--- src/rtl/pe_merge.sv ---
// pe_merge -- 2:1 round-robin stream merger for the systolic-array PE datapath.
//
// Two valid/ready lanes (d0/v0/r0 and d1/v1/r1) are arbitrated onto a single
// registered output lane (q/vq/rq). Every output word carries s_out, the index
// of the lane it came from, so a downstream 1:2 demux can split the stream
// again. On a tie, the lane recorded in the internal priority bit wins. Each
// accepted word flips that bit to the other lane, so sustained contention
// alternates lanes.
//
// Ports
//   clk        rising-edge clock
//   rst        synchronous, active-high reset
//   d0, v0, r0 lane-0 data / valid / ready
//   d1, v1, r1 lane-1 data / valid / ready
//   q, s_out   merged data and its source tag (registered)
//   vq, rq     output valid (registered) / downstream ready
//   cnt0, cnt1 per-lane accepted-word counters, present only with MERGE_CNT_EN
//
// Build option
//   MERGE_CNT_EN  when defined, adds the cnt0/cnt1 wrap-around counters,
//                 CNTW bits wide.
module pe_merge #(
  parameter int DWIDTH = 8,
  parameter int CNTW   = 16
) (
  input  logic              clk,
  input  logic              rst,
  input  logic [DWIDTH-1:0] d0,
  input  logic              v0,
  output logic              r0,
  input  logic [DWIDTH-1:0] d1,
  input  logic              v1,
  output logic              r1,
  output logic [DWIDTH-1:0] q,
  output logic              s_out,
  output logic              vq,
  input  logic              rq
`ifdef MERGE_CNT_EN
  ,
  output logic [CNTW-1:0]   cnt0,
  output logic [CNTW-1:0]   cnt1
`endif
);

  logic [DWIDTH-1:0] q_r;
  logic              s_out_r;
  logic              vq_r;
  logic              prio_r;   // lane that wins the next tie
  logic              load_s;   // output register can take a new word this cycle
  logic              g0_s;
  logic              g1_s;

  assign load_s = ~vq_r | rq;

  // Round-robin grant: a lone requester always wins, a tie goes to prio_r.
  always_comb begin
    g0_s = 1'b0;
    g1_s = 1'b0;
    case ({v1, v0})
      2'b01: begin
        g0_s = 1'b1;
      end
      2'b10: begin
        g1_s = 1'b1;
      end
      2'b11: begin
        if (prio_r) begin
          g1_s = 1'b1;
        end else begin
          g0_s = 1'b1;
        end
      end
      default: begin
        g0_s = 1'b0;
        g1_s = 1'b0;
      end
    endcase
  end

  // Readies are held low during reset: a word taken in that cycle would be
  // wiped by the reset and silently lost to the source.
  assign r0 = load_s & g0_s & ~rst;
  assign r1 = load_s & g1_s & ~rst;

  // Output register and tie-break priority.
  always_ff @(posedge clk) begin
    if (rst) begin
      q_r     <= {DWIDTH{1'b0}};
      s_out_r <= 1'b0;
      vq_r    <= 1'b0;
      prio_r  <= 1'b0;
    end else if (load_s) begin
      if (g0_s | g1_s) begin
        q_r     <= g1_s ? d1 : d0;
        s_out_r <= g1_s;
        vq_r    <= 1'b1;
        // Hand the next tie to the lane that just lost.
        prio_r  <= g0_s;
      end else begin
        vq_r    <= 1'b0;
      end
    end else begin
      q_r     <= q_r;
      s_out_r <= s_out_r;
      vq_r    <= vq_r;
      prio_r  <= prio_r;
    end
  end

  assign q     = q_r;
  assign s_out = s_out_r;
  assign vq    = vq_r;

`ifdef MERGE_CNT_EN
  localparam logic [CNTW-1:0] CNT_ONE = {{(CNTW-1){1'b0}}, 1'b1};

  logic [CNTW-1:0] cnt0_r;
  logic [CNTW-1:0] cnt1_r;

  // Accepted-word counters; they wrap naturally from all-ones to zero.
  always_ff @(posedge clk) begin
    if (rst) begin
      cnt0_r <= {CNTW{1'b0}};
      cnt1_r <= {CNTW{1'b0}};
    end else begin
      if (r0 & v0) begin
        cnt0_r <= cnt0_r + CNT_ONE;
      end else begin
        cnt0_r <= cnt0_r;
      end
      if (r1 & v1) begin
        cnt1_r <= cnt1_r + CNT_ONE;
      end else begin
        cnt1_r <= cnt1_r;
      end
    end
  end

  assign cnt0 = cnt0_r;
  assign cnt1 = cnt1_r;
`else
  // CNTW only sizes the optional counters; reference it so it is not dangling.
  logic cntw_unused_s;
  assign cntw_unused_s = (CNTW > 32'sd0);
`endif

endmodule

--- config.mk ---
export PLATFORM = sky130hd
export DESIGN_NAME = pe_merge
export DESIGN_NICKNAME = d
export VERILOG_FILES = /design/src/rtl/pe_merge.sv
export SDC_FILE = /design/constraint.sdc
export NUM_CORES = 1
export LEC_CHECK = 0
export ABC_AREA = 1
export CORE_MARGIN = 2
export CORE_UTILIZATION = 42
export CTS_BUF_LIST = sky130_fd_sc_hd__clkbuf_2
export CTS_CLUSTER_SIZE = 20
export DETAILED_ROUTE_END_ITERATION = 10
export GPL_TIMING_DRIVEN = 0
export PLACE_DENSITY = 0.95
export SLEW_MARGIN = 20
export SYNTH_ARGS = -nofsm -noshare
export SYNTH_HDL_FRONTEND = slang
export SYNTH_SLANG_ARGS = --single-unit
--- constraint.sdc ---
create_clock -name clk -period 1.6 [get_ports clk]
set_input_delay 0.32 -clock clk [delete_from_list [all_inputs] [get_ports clk]]
set_output_delay 0.32 -clock clk [all_outputs]
set_load 0.005 [all_outputs]
Word level (Yosys, flattened, before mapping)
Index checks and enable logic that the tools add are counted.

word-level totals
  bits in latches = 0
  memories kept = 0
  bits in writable memories = 0
  bits of input ports = 21
  output and inout bits = 12
  bits in registers = 11
  logic and storage cells = 22
  bits in read-only memories = 0

cells by class
  reductions and logical operators = 1
  div/mod/pow operators = 0
  $mul = 0
  shift operators = 0
  add/subtract/negate cells = 0
  equality and inequality tests = 3
  muxes and demuxes = 6
  magnitude comparators = 0
  bitwise gates (word level) = 8

operators by type and width
  operator                                             number
  two-way mux 8 bit                                    1
  AND 1 bit                                            4
  equality test 2 bit, second input constant           2
  one-hot mux 1 bit (2 select lines)                   2
  two-way mux 1 bit                                    3
  equality test 2 x 1 -> 1 bit, second input constant  1
  inverter 1 bit                                       2
  bitwise OR 1 bit                                     2
  AND reduction 2 bit                                  1

Longest topological paths before layout
  depth after elaboration = 4
  mapped depth = 8
  depth with buffers taken out = 7

Worst setup path before layout
OpenSTA, ideal clock, no wires.

  path kind = register -> output
  start = register prio_r
  end = output r0
  path slack = 0.456 ns
  buffers on the path = 1
  data arrival time = 0.824 ns
  required time = 1.280 ns
  stages on the path, launching flop included = 7
  cell sequence = dfxtp_1 -> inv_1 -> nand2_2 -> nand2_1 -> buf_4 -> nand2_1 -> nor2_1

on the way
  word-level cells in the longest chain between the ends = 4

ends and longest elaborated chain
  item                                RTL line  source
  start: declaration                  48        logic prio_r;
  start signal: assignment            98        prio_r <= g0_s;
  start signal: assignment            106       prio_r <= prio_r;
  two-way mux 1 bit                   67        if (prio_r) begin
  one-hot mux 1 bit (2 select lines)  59        case ({v1, v0})
  AND 1 bit (2 in series)             82        assign r0 = load_s & g0_s & ~rst;
  end: declaration                    30        output logic r0,

Every way passes these cells.

Final worst setup path
  start = input rq
  end = output r1

on the way
  word-level cells in the longest chain between the ends = 3

ends and longest elaborated chain
  item                     RTL line  source
  start: declaration       37        input logic rq
  bitwise OR 1 bit         53        assign load_s = ~vq_r | rq;
  AND 1 bit (2 in series)  83        assign r1 = load_s & g1_s & ~rst;
  end: declaration         33        output logic r1,

Every way passes these cells.

==> flow_summary.yaml <==
floorplanning:
  io_pins: 33
  core-area_sq_um: 1334
  dieArea_sq_um: 1775
  die_y_microns: 42.13
  die_w_microns: 42.13
  start_util_pct: 45.78
  num_rows: 13
power:
  power.leakage_nw: 0.4980
  internal-power_mw: 0.5016
  peakVddDrop_mv: 0.5933
  power_frac_clock_pct: 22.6
  finalPower_mw: 0.7181
  p_seq_share_pct: 43.7
  power_density_nw_per_um2: 722.9
  p_switching_mw: 0.2166
  p_sw_share_pct: 30.16
  combPwrFrac_pct: 33.7
final_layout:
  synthToLayoutAreaGrowth_pct: 62.70
  finalCoreUtilization_pct: 74.48
  num_antenna_cells: 0
  final_nets: 151
  drive_gt1_share_pct: 23.26
  fillCellCount: 112
  design_area_sq_um: 993.5
run:
  timing.max_cap.violations: 0
grt:
  grt_overflow: 0
  antenna_found_initial: 0
  track_usage_pct: 20.69
  grt_max_degree: 11
  grt_pass1_wl_microns: 2739
  grt_pass1_vias: 689
logic_synthesis:
  yosysSeqAreaShare_pct: 36.07
  ys_async_sr_fraction_pct: 0
  synthTopCellsByArea: "dfxtp_1, nand3_1, inv_1, nand2_1, a21oi_2"
  synth-edff-count: 0
  yosys-top-cells-count: "inv_1, nand2_1, nand3_1"
  yosysTopAreaCell: "dfxtp_1"
  postSynthCellCount: 91
  post-synth-top-count-cell: "inv_1"
  synth_ff_type: "dfxtp_1"
  syn-mean-instance-area_sq_um: 6.710
  synth_top_area_share_pct: 36.07
  ys_seq_elements: 11
  yosysUniqueCellTypes: 14
  syn_area_sq_um: 610.6
  synth_nets: 112
  yosys_warnings: 0
worst_setup_path:
  cp_max_fo: 4
  startpoint: "rq"
  critPathKind: "in2out"
  required_ns: 1.28
  worst_setup_path_start_kind: "input port"
  arrival_ns: 1.20
  endpoint_kind: "output pin"
  r2r_start: "vq$_SDFFE_PP0N_"
  r2r_slack_ns: 0.45
place:
  gp_congestion: 0.8168
  placed_cell_area_sq_um: 929.6
  port_buffers: 30
  hpwl_microns: 1240
drt:
  initialDrtViolationCount: 7
  postRouteAntennaNets: 0
  via_per_inst: 4.931
  vias: 710
  drt_pass1_iterations: 4
  finalWirelength_microns: 1739
  drc: 0
  routedWlPerCell_microns: 12.08
clock_network:
  cts_buffers: 3
  clkTransAtPathRegs_ns: 0.11
  clkLatencyLatePin_ns: 0.26
  cts.hold.buffers_added: 0
  cts_sinks: 11
  cts_root_buffer: "clkbuf_2"
  cts_tree: "built"
  cts_buffer_depth: 2
  cts.htree.levels: 1
timing:
  fin_hold_ws_ns: 0.3965
  max_slew_margin_pct: 83.30
  maxSlewViolCount: 0
  rsz0062_at_grt: "false"
  setup_viol: 0
  tightest_slew_ns: 0.2506
  hold_viol_final: 0
  skew_ns: 0.004987
  fmax_mhz: 657.6
  finalCritPeriodShare_pct: 95.04
  finalWorstPathRequiredPeriod_ns: 1.521
hold_path:
  hold_class: "in2reg"
  hp-start: "rst"
status:
  status: "finished clean"
[critical path, stage by stage]
cell and delay [ns]:
clkdlybuf4s50_1 0.46, inv_1 0.05, nand2_2 0.08, nand2_4 0.06
nor2_2 0.11, clkbuf_2 0.11
[registers in the layout, summed over array words and instances (netlist names)]
name and count:
q 8, prio_r 1, vq 1, s_out 1
[power by group through the flow]
| stage | clock (mW) | combinational [mW] | sequential, mW |
|---|---|---|---|
| 3_3_place_gp | 0 | 0.218 | 0.318 |
| 6_report | 0.162 | 0.242 | 0.314 |
| 5_1_grt | 0.174 | 0.262 | 0.317 |
| 4_1_cts | 0.166 | 0.239 | 0.314 |
| 3_5_place_dp | 0 | 0.224 | 0.319 |
| 2_1_floorplan | 0 | 0.106 | 0.320 |
[logic make-up after synthesis]
kind of cell / after synthesis / synth area share [%]
AND/OR/NAND/NOR: 43 / 31.35
AO/OA/AOI/OAI: 11 / 13.32
buffers and inverters: 26 / 19.26
flip-flops: 11 / 36.07
[cell type report]
type	instances	area, sq um	share of cell area, %
Timing Repair Buffer	34	319.1	32.12
Multi-Input combinational cell	54	292.8	29.47
Sequential cell	11	221.5	22.29
Inverter	22	82.58	8.312
Buffer	4	38.79	3.904
Clock buffer	4	20.02	2.015
Tap cell	15	18.77	1.889
[timing repair]
action | 4_1_cts | 5_1_grt
endpoints found under the setup margin | 2 | 2
setup buffers | 4 | 0
cloned | 0 | 0
gates resized for setup | 11 | 5
pin swaps | 0 | 2
[through the flow]
step	setup slack, ns	instances	setup TNS (ns)
CTS	0.01506	144	0
global placement	-0.6325	136	-1.178
global route	0.01545	144	0
floorplan	0.4563	91	0
detailed placement	-0.6833	136	-1.251
finish	0.07933	144	0
[final timing paths]
path / endpoint / cells past startpoint
worst min register to register: prio_r$_SDFFE_PP0P_ / 2
worst min-delay path: vq$_SDFFE_PP0N_ / 2
worst max-delay path: r1 / 6
worst max register to register: q[7]$_SDFFE_PP0P_ / 7
[per-layer routing]
metal,wire (microns),share of wire [%],vias to the layer above,track usage [%]
met5,0,0,-,0
met4,69,4.0,0,15.63
met3,106,6.1,8,2.586
met2,869,50,31,38.13
met1,694,40,318,20.83
li1,-,-,353,-
[layout by cell type, fill, tap and decap left out]
cell type        instances
nand3_1                 18
nand2_1                 17
clkbuf_2                 5
a21oi_1                  2
buf_6                    3
clkdlybuf4s50_1         27
o21ai_1                  1
nor2_1                   1
dlygate4sd2_1            1
inv_2                    1
buf_4                    4
dfxtp_2                  1
a21oi_2                  7
nand2_4                  2
inv_1                   21
o21ai_0                  1
nand2_2                  4
nor2_2                   1
dfxtp_1                 10
buf_2                    2
Note: power is estimated with default switching activity, not from simulation.
